<file path="config.mk">
export PLATFORM = sky130hd
export DESIGN_NAME = elevator_motion
export DESIGN_NICKNAME = d
export VERILOG_FILES = /design/src/rtl/elevator_pkg.sv /design/src/rtl/request_latch.sv /design/src/rtl/elevator_motion.sv
export SDC_FILE = /design/constraint.sdc
export NUM_CORES = 1
export LEC_CHECK = 0
export CAP_MARGIN = 20
export CORE_ASPECT_RATIO = 1.1
export CORE_MARGIN = 4
export CORE_UTILIZATION = 55
export CTS_CLUSTER_SIZE = 16
export DETAILED_ROUTE_END_ITERATION = 10
export HOLD_SLACK_MARGIN = 0.02
export PLACE_DENSITY_LB_ADDON = 0.2
export SLEW_MARGIN = 10
export SYNTH_ARGS = -nofsm -noshare
export SYNTH_HDL_FRONTEND = slang
export SYNTH_SLANG_ARGS = --single-unit
</file>
<file path="constraint.sdc">
create_clock -name clk -period 9.43 [get_ports clk]
set_clock_uncertainty 0.05 [all_clocks]
set_input_delay 1.4145 -clock clk [delete_from_list [all_inputs] [get_ports clk]]
set_output_delay 1.4145 -clock clk [all_outputs]
set_load 0.01 [all_outputs]
</file>
<file path="src/rtl/elevator_pkg.sv">
// rtl/elevator_pkg.sv - shared elevator codes, floor bounds and motion states
package elevator_pkg;

    localparam logic [1:0] STOP   = 2'b00;
    localparam logic [1:0] UP     = 2'b10;
    localparam logic [1:0] DOWN   = 2'b01;
    localparam logic [1:0] UPDOWN = 2'b11;

    localparam logic OPEN  = 1'b1;
    localparam logic CLOSE = 1'b0;
    localparam logic ON    = 1'b1;
    localparam logic OFF   = 1'b0;

    localparam int OPEN_B    = 9;
    localparam int CLOSE_B   = 8;
    localparam int FLOOR_MIN = 1;
    localparam int FLOOR_MAX = 7;

    typedef enum logic [2:0] {
        IDLE,
        MOVE,
        ARRIVE,
        SERVE,
        DECIDE
    } motionState_t;

    typedef enum logic {
        WAIT_OPEN,
        WAIT_CLOSE
    } servePhase_t;

endpackage

</file>
<file path="src/rtl/request_latch.sv">
// rtl/request_latch.sv - car and hall call latches with above/below/here reductions
module request_latch
    import elevator_pkg::*;
(
    input  logic       clk,
    input  logic       reset,
    input  logic [7:1] carSet,
    input  logic [7:1] upSet,
    input  logic [7:1] downSet,
    input  logic [2:0] floor,
    input  logic       clear,
    input  logic       clearUp,
    output logic [7:1] carLamp,
    output logic [7:1] upLamp,
    output logic [7:1] downLamp,
    output logic       above,
    output logic       below,
    output logic       here
);

    logic [7:1] floorMask;
    logic [7:1] carClr;
    logic [7:1] upClr;
    logic [7:1] downClr;
    logic [7:1] anyCall;

    always_comb begin
        floorMask = '0;
        for (int f = FLOOR_MIN; f <= FLOOR_MAX; f++) begin
            if (3'(f) == floor) floorMask[f] = 1'b1;
        end
    end

    assign carClr  = clear ? floorMask : '0;
    assign upClr   = (clear && clearUp) ? floorMask : '0;
    assign downClr = (clear && !clearUp) ? floorMask : '0;

    // Top floor has no up button and bottom floor no down button.
    always_ff @(posedge clk or posedge reset) begin
        if (reset) begin
            carLamp  <= '0;
            upLamp   <= '0;
            downLamp <= '0;
        end else begin
            carLamp  <= (carLamp | carSet) & ~carClr;
            upLamp   <= (upLamp | (upSet & 7'b0111111)) & ~upClr;
            downLamp <= (downLamp | (downSet & 7'b1111110)) & ~downClr;
        end
    end

    assign anyCall = carLamp | upLamp | downLamp;
    assign here    = |(anyCall & floorMask);

    always_comb begin
        above = 1'b0;
        below = 1'b0;
        for (int f = FLOOR_MIN; f <= FLOOR_MAX; f++) begin
            if (3'(f) > floor) above = above | anyCall[f];
            if (3'(f) < floor) below = below | anyCall[f];
        end
    end

endmodule

</file>
<file path="src/rtl/elevator_motion.sv">
// rtl/elevator_motion.sv - collective-scan car motion controller driving the door interface
module elevator_motion
    import elevator_pkg::*;
#(
    parameter int unsigned CLK_PER_FLOOR = 100000000,
    parameter int unsigned DOOR_TIMEOUT  = 1000000000
) (
    input  logic       clk,
    input  logic       reset,
    input  logic [9:1] internalButton,
    input  logic [7:1] hallUp,
    input  logic [7:1] hallDown,
    input  logic       doorState,
    output logic [2:0] currentFloor,
    output logic [1:0] currentDirection,
    output logic [1:0] currentFloorButton,
    output logic       moving,
    output logic [7:1] carLamp,
    output logic [7:1] upLamp,
    output logic [7:1] downLamp
);

    localparam logic [31:0] TRAVEL_LOAD = 32'(CLK_PER_FLOOR - 1);
    localparam logic [31:0] SERVE_LAST  = 32'(DOOR_TIMEOUT - 1);

    motionState_t state, stateNext;
    servePhase_t  phase, phaseNext;
    logic [31:0]  travelCnt, travelNext;
    logic [31:0]  serveCnt, serveNext;
    logic [2:0]   floorQ, floorNext;
    logic [1:0]   dirQ, dirNext;
    logic         latchClear, latchClearUp;
    logic         above, below, here;
    logic [7:0]   carExt, upExt, downExt;
    logic         carHere, upHere, matchHall, oppHall;
    logic         ahead, behind;
    logic [1:0]   reverseDir;
    logic         unusedPanel;

    assign unusedPanel = internalButton[OPEN_B] ^ internalButton[CLOSE_B];

    request_latch u_requests (
        .clk      (clk),
        .reset    (reset),
        .carSet   (internalButton[7:1]),
        .upSet    (hallUp),
        .downSet  (hallDown),
        .floor    (floorQ),
        .clear    (latchClear),
        .clearUp  (latchClearUp),
        .carLamp  (carLamp),
        .upLamp   (upLamp),
        .downLamp (downLamp),
        .above    (above),
        .below    (below),
        .here     (here)
    );

    assign carExt     = {carLamp, 1'b0};
    assign upExt      = {upLamp, 1'b0};
    assign downExt    = {downLamp, 1'b0};
    assign carHere    = carExt[floorQ];
    assign upHere     = upExt[floorQ];
    assign matchHall  = (dirQ == UP) ? upExt[floorQ] : downExt[floorQ];
    assign oppHall    = (dirQ == UP) ? downExt[floorQ] : upExt[floorQ];
    assign ahead      = (dirQ == UP) ? above : below;
    assign behind     = (dirQ == UP) ? below : above;
    assign reverseDir = (dirQ == UP) ? DOWN : UP;

    always_ff @(posedge clk or posedge reset) begin
        if (reset) begin
            state     <= IDLE;
            phase     <= WAIT_OPEN;
            travelCnt <= '0;
            serveCnt  <= '0;
            floorQ    <= 3'(FLOOR_MIN);
            dirQ      <= STOP;
        end else begin
            state     <= stateNext;
            phase     <= phaseNext;
            travelCnt <= travelNext;
            serveCnt  <= serveNext;
            floorQ    <= floorNext;
            dirQ      <= dirNext;
        end
    end

    always_comb begin
        stateNext    = state;
        phaseNext    = phase;
        travelNext   = travelCnt;
        serveNext    = serveCnt;
        floorNext    = floorQ;
        dirNext      = dirQ;
        latchClear   = 1'b0;
        latchClearUp = (dirQ == UP);
        case (state)
            IDLE: begin
                dirNext = STOP;
                if (here) begin
                    dirNext   = (carHere || upHere) ? UP : DOWN;
                    stateNext = SERVE;
                    phaseNext = WAIT_OPEN;
                    serveNext = '0;
                end else if (above) begin
                    dirNext    = UP;
                    stateNext  = MOVE;
                    travelNext = TRAVEL_LOAD;
                end else if (below) begin
                    dirNext    = DOWN;
                    stateNext  = MOVE;
                    travelNext = TRAVEL_LOAD;
                end
            end
            MOVE: begin
                if (travelCnt == '0) begin
                    floorNext = (dirQ == UP) ? floorQ + 3'd1 : floorQ - 3'd1;
                    stateNext = ARRIVE;
                end else begin
                    travelNext = travelCnt - 32'd1;
                end
            end
            ARRIVE: begin
                // Nothing left ahead also covers the top and bottom floors.
                if (carHere || matchHall || !ahead) begin
                    stateNext = SERVE;
                    phaseNext = WAIT_OPEN;
                    serveNext = '0;
                    if (!ahead && oppHall && !carHere && !matchHall) dirNext = reverseDir;
                end else begin
                    stateNext  = MOVE;
                    travelNext = TRAVEL_LOAD;
                end
            end
            SERVE: begin
                serveNext = serveCnt + 32'd1;
                if (serveCnt == SERVE_LAST) begin
                    latchClear = 1'b1;
                    stateNext  = DECIDE;
                end else if (phase == WAIT_OPEN && doorState == OPEN) begin
                    latchClear = 1'b1;
                    phaseNext  = WAIT_CLOSE;
                end else if (phase == WAIT_CLOSE && doorState == CLOSE) begin
                    stateNext = DECIDE;
                end
            end
            DECIDE: begin
                serveNext = '0;
                if ((dirQ == UP && above) || (dirQ == DOWN && below)) begin
                    stateNext  = MOVE;
                    travelNext = TRAVEL_LOAD;
                end else if (behind || here) begin
                    dirNext = reverseDir;
                    if (here) begin
                        stateNext = SERVE;
                        phaseNext = WAIT_OPEN;
                    end else begin
                        stateNext  = MOVE;
                        travelNext = TRAVEL_LOAD;
                    end
                end else begin
                    dirNext   = STOP;
                    stateNext = IDLE;
                end
            end
            default: stateNext = IDLE;
        endcase
    end

    assign currentFloor       = floorQ;
    assign currentDirection   = dirQ;
    assign moving             = (state == MOVE) || (state == ARRIVE);
    assign currentFloorButton = {upExt[floorQ], downExt[floorQ]};

    assert property (@(posedge clk) disable iff (reset)
        !(state == MOVE && travelCnt == '0 &&
          ((dirQ == UP && floorQ == 3'(FLOOR_MAX)) || (dirQ == DOWN && floorQ == 3'(FLOOR_MIN)))));

endmodule
</file>
==> results of run 1 <==
## power breakdown
part	switching [W]	leakage [nW]	internal, W
logic	0.000276	1.08	0.000143
clock network	0.000144	0.0955	0.000110
registers	0.0000418	1.10	0.000427
## cells in the mapped netlist (3+ instances only)
master | count | area share
a211oi_1 | 5 | 0.0068
a21oi_1 | 41 | 0.037
a31oi_1 | 29 | 0.033
a41oi_1 | 3 | 0.0048
and2_1 | 7 | 0.0080
and3_1 | 8 | 0.0091
and4_1 | 5 | 0.0080
buf_6 | 5 | 0.010
clkbuf_1 | 26 | 0.018
dfrtp_1 | 93 | 0.42
ha_1 | 8 | 0.018
inv_1 | 16 | 0.011
mux2_2 | 3 | 0.0062
mux2i_1 | 9 | 0.016
nand2_1 | 47 | 0.032
nand2b_1 | 9 | 0.010
nand3_1 | 19 | 0.017
nand3b_1 | 5 | 0.0068
nand4_1 | 15 | 0.017
nor2_1 | 51 | 0.035
nor2b_1 | 7 | 0.0080
nor3_1 | 33 | 0.030
nor3b_1 | 4 | 0.0055
nor4_1 | 5 | 0.0057
o21a_1 | 19 | 0.026
o21ai_0 | 65 | 0.059
o21ai_1 | 6 | 0.0055
o22a_1 | 3 | 0.0048
o22ai_1 | 3 | 0.0034
o31ai_1 | 7 | 0.0096
o32a_1 | 4 | 0.0073
or2_2 | 5 | 0.0057
or3_1 | 6 | 0.0068
or4_1 | 3 | 0.0041
or4_4 | 4 | 0.0082
xnor2_1 | 4 | 0.0064
xor2_1 | 5 | 0.0080
## state kept, by name, summed over array words and instances, names as in the netlist
name and count:
phase 1, currentDirection 2, travelCnt 32, u_requests.carLamp 7, currentFloor 3, state 3, u_requests.downLamp 7, u_requests.upLamp 7
serveCnt 32
## routing by layer
metal | vias up | part of all wire | global-route usage
met5 | - | 0 | 0
met4 | 0 | 0.016 | 0.0777
met2 | 141 | 0.50 | 0.403
met1 | 2404 | 0.44 | 0.323
met3 | 20 | 0.043 | 0.0253
li1 | 2382 | - | -
## cell usage in the layout, fill, tap and decap left out, types with 6 or more instances in the layout
master,instances
a21oi_1,41
a31oi_1,29
and2_1,7
and3_1,8
clkbuf_8,11
clkdlybuf4s50_1,50
dfrtp_1,93
ha_1,8
inv_1,15
mux2i_1,9
nand2_1,47
nand2b_1,9
nand3_1,19
nand4_1,15
nor2_1,51
nor2b_1,7
nor3_1,33
o21a_1,19
o21ai_0,65
o21ai_1,6
o31ai_1,7
or3_1,6
## metrics by stage
stage               instance area [sq um]  std cells
global route                         6180        776
floorplan                            5480        624
global placement                     5970        759
CTS                                  6160        775
finish                               6180        776
detailed placement                   5970        759
## cell type report
class,instances,area (sq um),share of cell area
Clock buffer,11,151,0.0245
Clock inverter,5,31.3,0.00506
Inverter,16,61.3,0.00991
Multi-Input combinational cell,480,2900,0.469
Sequential cell,94,2350,0.381
Tap cell,117,146,0.0237
Timing Repair Buffer,53,543,0.0878
## worst reg2reg max path: cells and delay by family (launching register included)
family	cells	cell delay, ns
compound gates	4	1.01
fa+ha+maj	1	0.27
buf+inv	1	0.20
flops	1	0.82
simple gates	4	1.31
## kinds of logic after synthesis
| group | after synthesis |
|---|---|
| DFF | 94 |
| AOI/OAI and AO/OA | 213 |
| muxes | 12 |
| buffers and inverters | 50 |
| adders and majority gates | 8 |
| and+or+nand+nor | 238 |
| xor gates and xnor gates | 9 |
## worst max-delay path by stage
stage,from,endpoint
floorplan,reset,currentDirection[0]$_DFFE_PP0P_
global placement,currentFloor[0]$_DFFE_PP1P_,travelCnt[28]$_DFFE_PP0P_
detailed placement,currentFloor[0]$_DFFE_PP1P_,travelCnt[20]$_DFFE_PP0P_
CTS,currentFloor[1]$_DFFE_PP0P_,currentFloorButton[1]
global route,currentFloor[0]$_DFFE_PP1P_,travelCnt[20]$_DFFE_PP0P_
finish,currentFloor[1]$_DFFE_PP0P_,currentFloorButton[1]
==> flow_metrics.py, run 1 <==
metrics = {
    "run_status": {
        "status": "finished clean",
    },
    "final_layout": {
        "num-fill-cells": 801,
        "area_growth_pct": 12.8,
        "antennaDiodeCount": 0,
        "drive_gt1_frac": 0.0592,
        "fin_util": 0.649,
        "nets": 688,
    },
    "clocking": {
        "post-cts-setup-buffer-count": 0,
        "hold_buffers": 0,
        "cts_tree": "done",
        "cts_resized": 0,
        "htreeDepth": 3,
        "clkLatencyLatePin_ns": 0.36,
        "numCtsBuffers": 9,
        "clock_path_buffers": 2,
        "cts.root.buffer_cell": "clkbuf_8",
        "cts.clk_slew.worst_paths_ns": 0.09,
        "cts.sinks": 94,
    },
    "sta": {
        "fin_ws_ns": 5.50,
        "slew_headroom": 0.426,
        "max_freq_ghz": 0.255,
        "final_hold_viol_count": 0,
        "maxSlewViolCount": 0,
        "worst_pin_slew_ns": 0.861,
        "finalCriticalPeriod_ns": 3.93,
        "fin_setup_tns_ns": 0,
        "hold-worst-slack_ns": 0.438,
        "finalSetupViolations": 0,
        "rsz0062_at_grt": "no",
        "fin_crit_sh": 0.416,
    },
    "logic_synthesis": {
        "synth.area.mux_share": 0.0226,
        "synthSimpleGateAreaFrac": 0.226,
        "synth-seq-cells": 94,
        "syn_nets": 658,
        "async_flop_share": 1.00,
        "synth_top_family_by_area": "compound AO/OA/AOI/OAI gates",
        "synth_fa_ha_area_frac": 0.0183,
        "syn_avg_cell_area_sq_um": 8.78,
        "synth_xor_area_frac": 0.0144,
        "synth_edf_count": 0,
        "syn_inst": 624,
        "synth-compound-area-share": 0.247,
        "synth_area_sq_um": 5480,
        "ys_seq_area_frac": 0.429,
        "synth.distinct_cells": 67,
        "synth_top_flop_cell": "dfrtp_1",
        "ys_warn_count": 0,
    },
    "floorplan": {
        "fp-row-count": 37,
        "top_level_ports": 55,
        "core_sq_um": 9540,
        "die_area_sq_um": 11600,
        "fp.dieH_um": 113,
        "initial_core_util": 0.575,
        "die_w_um": 103,
    },
    "global_route": {
        "grt_use_total": 0.240,
        "grt_pass1_vias": 4784,
        "grt_pass1_wl_um": 22900,
        "grt_max_degree": 51,
        "grt_overflow_total": 0,
        "antenna_found_initial": 0,
    },
    "worst_setup_path": {
        "crit-reg2reg-launch": "currentFloor[0]$_DFFE_PP1P_",
        "path_class": "reg -> out",
        "cp_num_cells": 4,
        "crit_path_start_kind": "flop",
        "slowest_delay_ns": 0.74,
        "r2r-end": "travelCnt[28]$_DFFE_PP0P_",
        "cp.arrival_ns": 2.46,
        "crit_required_ns": 7.97,
        "rrSetupSlack_ns": 5.63,
        "cp.buffers_inverters": 1,
        "slowest_stage": "dfrtp_1",
        "cp_top_family": "flip-flops",
        "reg2regPathDepth": 10,
        "cp-end-kind": "output pin",
        "worstPathCellList": "mux2i_1 -> a211oi_1 -> or2_2 -> clkdlybuf4s50_1",
        "path_max_fanout": 19,
    },
    "drt": {
        "dr.pass1.iters": 5,
        "drtIter0Drc": 450,
        "routed_wl_um": 13200,
        "vias": 4947,
        "antenna_left": 0,
        "viasPerCell": 6.38,
        "wire_per_inst_um": 17.1,
        "drc": 0,
    },
    "min_path": {
        "min_from": "travelCnt[31]$_DFFE_PP0P_",
        "min_delay_path_depth": 1,
        "holdPathEnd": "travelCnt[31]$_DFFE_PP0P_",
        "hp-class": "reg -> reg",
    },
    "pwr": {
        "power.density_nw_per_um2": 185,
        "finalPower_w": 0.00114,
        "leakage_nw": 2.27,
        "ir_worst_vdd_v": 0.000119,
    },
    "place": {
        "place.gp.congestion": 0.889,
        "numPortBuffers": 50,
        "post-place-ws_ns": 5.69,
        "hpwl_um": 9030,
    },
    "job": {
        "maxCapViolCount": 0,
    },
}
Note: power is estimated with default switching activity, not from simulation.
==> run 2, diff against run 1 <==
clock period = 4.1 ns   (was 9.43 ns; I/O delays follow)
==> flow_metrics.py, run 2 (same netlist as run 1, synthesis figures left out) <==
metrics = {
    "run_status": {
        "status": "finished clean",
    },
    "place": {
        "hpwl_um": 9360,
        "numPortBuffers": 50,
        "place.gp.congestion": 0.910,
        "placed_cells": 763,
    },
    "pwr": {
        "leakage_nw": 2.30,
        "comb_power_share": 0.355,
        "p_sw_w": 0.00107,
        "ir_worst_vdd_v": 0.000265,
        "p_sw_frac": 0.393,
        "p_seq_frac": 0.396,
        "p_int_w": 0.00165,
        "power.density_nw_per_um2": 435,
        "p_clk_frac": 0.249,
    },
    "clocking": {
        "cts.sinks": 94,
        "clock_path_buffers": 2,
        "cts.clk_slew.worst_paths_ns": 0.09,
        "post-cts-setup-buffer-count": 0,
        "cts.root.buffer_cell": "clkbuf_8",
        "cts_tree": "done",
        "numCtsBuffers": 9,
        "cts_resized": 0,
        "htreeDepth": 3,
        "hold_buffers": 0,
        "clkLatencyLatePin_ns": 0.37,
    },
    "worst_setup_path": {
        "cp-end-kind": "flop",
        "rrSetupSlack_ns": 0.62,
        "crit_required_ns": 4.36,
        "path_class": "reg -> reg",
        "crit-reg2reg-launch": "travelCnt[14]$_DFFE_PP0P_",
        "path_max_fanout": 18,
        "cp.arrival_ns": 3.74,
        "startpoint": "travelCnt[14]$_DFFE_PP0P_",
        "crit_path_start_kind": "flop",
        "reg2regPathDepth": 7,
        "r2r-end": "travelCnt[16]$_DFFE_PP0P_",
    },
    "global_route": {
        "grt_pass1_wl_um": 22700,
        "grt_pass1_vias": 4851,
        "grt_use_total": 0.241,
        "grt_overflow_total": 0,
        "grt_max_degree": 51,
        "antenna_found_initial": 0,
    },
    "min_path": {
        "min_from": "serveCnt[31]$_DFFE_PP0P_",
        "min_delay_path_depth": 1,
        "holdPathEnd": "serveCnt[31]$_DFFE_PP0P_",
        "hp-class": "reg -> reg",
    },
    "floorplan": {
        "top_level_ports": 55,
        "fp.dieH_um": 113,
        "die_area_sq_um": 11600,
        "fp-row-count": 37,
        "core_sq_um": 9540,
        "die_w_um": 103,
        "initial_core_util": 0.575,
    },
    "sta": {
        "fin_crit_sh": 0.848,
        "finalCriticalPeriod_ns": 3.48,
        "final_hold_viol_count": 0,
        "max_freq_ghz": 0.288,
        "slew_headroom": 0.414,
        "fin_setup_tns_ns": 0,
        "rsz0062_at_grt": "no",
        "maxSlewViolCount": 0,
        "worst_pin_slew_ns": 0.877,
        "finalSetupViolations": 0,
    },
    "final_layout": {
        "antennaDiodeCount": 0,
        "num-fill-cells": 798,
        "drive_gt1_frac": 0.0603,
        "nets": 692,
        "fin_util": 0.654,
        "multiInputGateArea_sq_um": 2900,
        "layout_commonest_cell": "dfrtp_1",
        "top_regs": "serveCnt: 32 flops, travelCnt: 32 flops",
        "area_growth_pct": 13.8,
        "final_cell_mix": "dfrtp_1 (93), o21ai_0 (65), nor2_1 (51)",
        "stdcell_count": 780,
        "seq_area_sq_um": 2350,
    },
    "drt": {
        "antenna_left": 0,
        "vias": 4964,
        "wire_per_inst_um": 17.4,
        "drtIter0Drc": 396,
        "viasPerCell": 6.36,
        "drc": 0,
        "dr.pass1.iters": 5,
        "routed_wl_um": 13600,
    },
    "job": {
        "maxCapViolCount": 0,
    },
}
[run 2: cell types whose count changed in the layout (fill, tap and decap cells not counted), moves of 2 or more]
cell       before  now
clkbuf_8       11    9
buf_4           2    5
bufinv_16       0    2
clkinv_2        4    2
clkbuf_1        0    3
[run 2: stage by stage]
stage | setup slack, ns | total power, W | hold slack (ns) | instance area [sq um]
3_3_place_gp | 0.674 | 0.00201 | 0.411 | 6020
5_1_grt | 0.443 | 0.00288 | 0.475 | 6240
3_5_place_dp | 0.653 | 0.00204 | 0.432 | 6020
6_report | 0.622 | 0.00272 | 0.454 | 6240
2_1_floorplan | 0.605 | 0.00184 | 0.391 | 5480
4_1_cts | 0.635 | 0.00272 | 0.447 | 6230
[run 2: metal layers]
| layer | routed length, um | up-vias | share of wire | GRT usage |
|---|---|---|---|---|
| met3 | 621 | 17 | 0.046 | 0.0271 |
| met4 | 205 | 0 | 0.015 | 0.0889 |
| li1 | - | 2387 | - | - |
| met2 | 6910 | 134 | 0.51 | 0.414 |
| met5 | 0 | - | 0 | 0 |
| met1 | 5850 | 2426 | 0.43 | 0.311 |
[run 2: worst max-delay path by stage]
stage,depth (start not counted),slack [ns],endpoint
final,7,0.62,travelCnt[16]$_DFFE_PP0P_
after global routing,10,0.44,travelCnt[26]$_DFFE_PP0P_
after CTS,8,0.63,travelCnt[15]$_DFFE_PP0P_
after detailed placement,8,0.65,travelCnt[15]$_DFFE_PP0P_
after global placement,8,0.67,travelCnt[15]$_DFFE_PP0P_
after floorplan,14,0.60,travelCnt[19]$_DFFE_PP0P_
[run 2: layout make-up]
type | instances | area share
Inverter | 16 | 0.00983
Clock buffer | 12 | 0.0217
Timing Repair Buffer | 57 | 0.0913
Tap cell | 117 | 0.0235
Multi-Input combinational cell | 480 | 0.465
Sequential cell | 94 | 0.377
Clock inverter | 4 | 0.0118
[run 2: power by group through the flow]
stage	combinational (W)	sequential, W	clock [W]
global placement	0.000920	0.00109	0
floorplan	0.000785	0.00105	0
finish	0.000964	0.00108	0.000675
CTS	0.000954	0.00107	0.000687
detailed placement	0.000946	0.00109	0
global route	0.00106	0.00109	0.000727
[run 2: critical path, stage by stage, from the launching register on]
cell     delay [ns]
dfrtp_1        0.44
or4_4          0.59
or4_4          0.46
or4_4          0.46
or4_4          0.56
and2_1         0.42
a31oi_1        0.28
o21a_1         0.14
==> run 3, diff against run 2 <==
clock period = 3.6 ns   (was 4.1 ns; I/O delays follow)
==> flow_metrics.py, run 3 (same netlist as run 1, synthesis figures left out) <==
metrics = {
    "clocking": {
        "cts.clk_slew.worst_paths_ns": 0.09,
        "numCtsBuffers": 9,
        "cts.root.buffer_cell": "clkbuf_8",
        "cts_tree": "done",
        "hold_buffers": 0,
        "clkLatencyLatePin_ns": 0.37,
        "clock_path_buffers": 2,
        "htreeDepth": 3,
        "cts.sinks": 94,
    },
    "place": {
        "hpwl_um": 9440,
        "numPortBuffers": 50,
        "place.gp.congestion": 0.831,
    },
    "drt": {
        "antenna_left": 0,
        "vias": 4968,
        "drc": 0,
        "routed_wl_um": 13600,
        "drtIter0Drc": 395,
        "dr.pass1.iters": 5,
        "wire_per_inst_um": 17.4,
        "viasPerCell": 6.36,
    },
    "floorplan": {
        "fp-row-count": 37,
        "core_sq_um": 9540,
        "initial_core_util": 0.575,
        "die_w_um": 103,
        "top_level_ports": 55,
        "die_area_sq_um": 11600,
        "fp.dieH_um": 113,
    },
    "pwr": {
        "power.density_nw_per_um2": 492,
        "leakage_nw": 2.30,
        "ir_worst_vdd_v": 0.000289,
    },
    "final_layout": {
        "nets": 694,
        "fin_util": 0.654,
        "final_cell_mix": "dfrtp_1 (93), o21ai_0 (65), nor2_1 (51)",
        "layout_commonest_cell": "dfrtp_1",
        "area_growth_pct": 13.8,
        "drive_gt1_frac": 0.0663,
        "top_regs": "serveCnt: 32 flops, travelCnt: 32 flops",
        "antennaDiodeCount": 0,
        "num-fill-cells": 783,
    },
    "worst_setup_path": {
        "cp-end-kind": "flop",
        "slowest_delay_ns": 0.57,
        "cp_top_family": "simple AND/OR/NAND/NOR gates",
        "crit_path_start_kind": "flop",
        "cp.buffers_inverters": 0,
        "slowest_stage": "or4_4",
        "path_max_fanout": 9,
        "crit_required_ns": 3.80,
        "worstPathCellList": "or4_4 -> or4_4 -> or4_4 -> or4_4 -> nand2_1 -> nand3_1 -> o21a_1",
        "path_class": "reg -> reg",
        "cp_common_cell": "or4_4",
        "cp.arrival_ns": 3.62,
        "rrSetupSlack_ns": 0.19,
    },
    "sta": {
        "fin_crit_sh": 0.948,
        "final_hold_viol_count": 0,
        "max_freq_ghz": 0.293,
        "finalSetupViolations": 0,
        "worst_pin_slew_ns": 0.767,
        "rsz0062_at_grt": "no",
        "fin_setup_tns_ns": 0,
        "slew_headroom": 0.489,
        "finalCriticalPeriod_ns": 3.41,
        "maxSlewViolCount": 0,
    },
    "global_route": {
        "antenna_found_initial": 0,
        "grt_max_degree": 54,
        "grt_pass1_wl_um": 23100,
        "grt_overflow_total": 0,
        "grt_use_total": 0.245,
        "grt_pass1_vias": 4845,
    },
    "run_status": {
        "status": "finished clean",
    },
    "min_path": {
        "hp-class": "reg -> reg",
    },
    "job": {
        "maxCapViolCount": 0,
    },
}
run 3: cell count changes in the layout (fill, tap and decap cells not counted), sizes merged:
cell	change
buf	+2
bufinv	-1
run 3: layer usage:
layer | global-route usage | up-vias | wire length (um)
met4 | 0.0915 | 0 | 248
met1 | 0.327 | 2423 | 6070
li1 | - | 2401 | -
met3 | 0.0284 | 20 | 503
met2 | 0.406 | 124 | 6800
met5 | 0 | - | 0
run 3: worst register-to-register path, stage by stage, from the launching register on:
cell and delay [ns]:
dfrtp_1 0.44, or4_4 0.58, or4_4 0.45, or4_4 0.47
or4_4 0.57, nand2_1 0.33, nand3_1 0.19, o21a_1 0.22
run 3: power breakdown:
part | internal [W] | switching (W) | leakage, nW
Clock | 0.000356 | 0.000374 | 0.102
Combinational | 0.000377 | 0.000737 | 1.10
Sequential | 0.00112 | 0.000111 | 1.10
Total | 0.00185 | 0.00122 | 2.30
run 3: repair_timing:
action,CTS,global route
resized for setup,0,1
setup endpoints to repair,0,4
setup buffers,0,0
run 3: metrics by stage:
step / hold WS (ns) / power (W) / area [sq um] / instances / setup slack, ns
after floorplan: 0.391 / 0.00209 / 5480 / 624 / 0.105
after global placement: 0.421 / 0.00231 / 6040 / 766 / 0.173
after detailed placement: 0.432 / 0.00234 / 6040 / 766 / 0.118
after CTS: 0.445 / 0.00307 / 6240 / 781 / 0.0952
after global routing: 0.465 / 0.00326 / 6240 / 781 / 0.0322
final: 0.445 / 0.00307 / 6240 / 781 / 0.186
run 3: final cells by class:
class / count / area [sq um] / share of cell area
Sequential cell: 94 / 2350 / 0.377
Multi-Input combinational cell: 480 / 2900 / 0.465
Clock inverter: 3 / 43.8 / 0.00702
Timing Repair Buffer: 59 / 581 / 0.0930
Tap cell: 117 / 146 / 0.0235
Inverter: 16 / 61.3 / 0.00983
Clock buffer: 12 / 155 / 0.0249
run 3: path summary, 6_finish.rpt:
check                                                from                               end  cells after the start
min in group asynchronous                           reset         travelCnt[11]$_DFFE_PP0P_                      2
max in group asynchronous                           reset  u_requests.downLamp[1]$_DFF_PP0_                      3
worst min-delay path             serveCnt[31]$_DFFE_PP0P_          serveCnt[31]$_DFFE_PP0P_                      1
worst min register to register   serveCnt[31]$_DFFE_PP0P_          serveCnt[31]$_DFFE_PP0P_                      1
worst max-delay path            travelCnt[15]$_DFFE_PP0P_              state[0]$_DFFE_PP0P_                      7
worst max register to register  travelCnt[15]$_DFFE_PP0P_              state[0]$_DFFE_PP0P_                      7
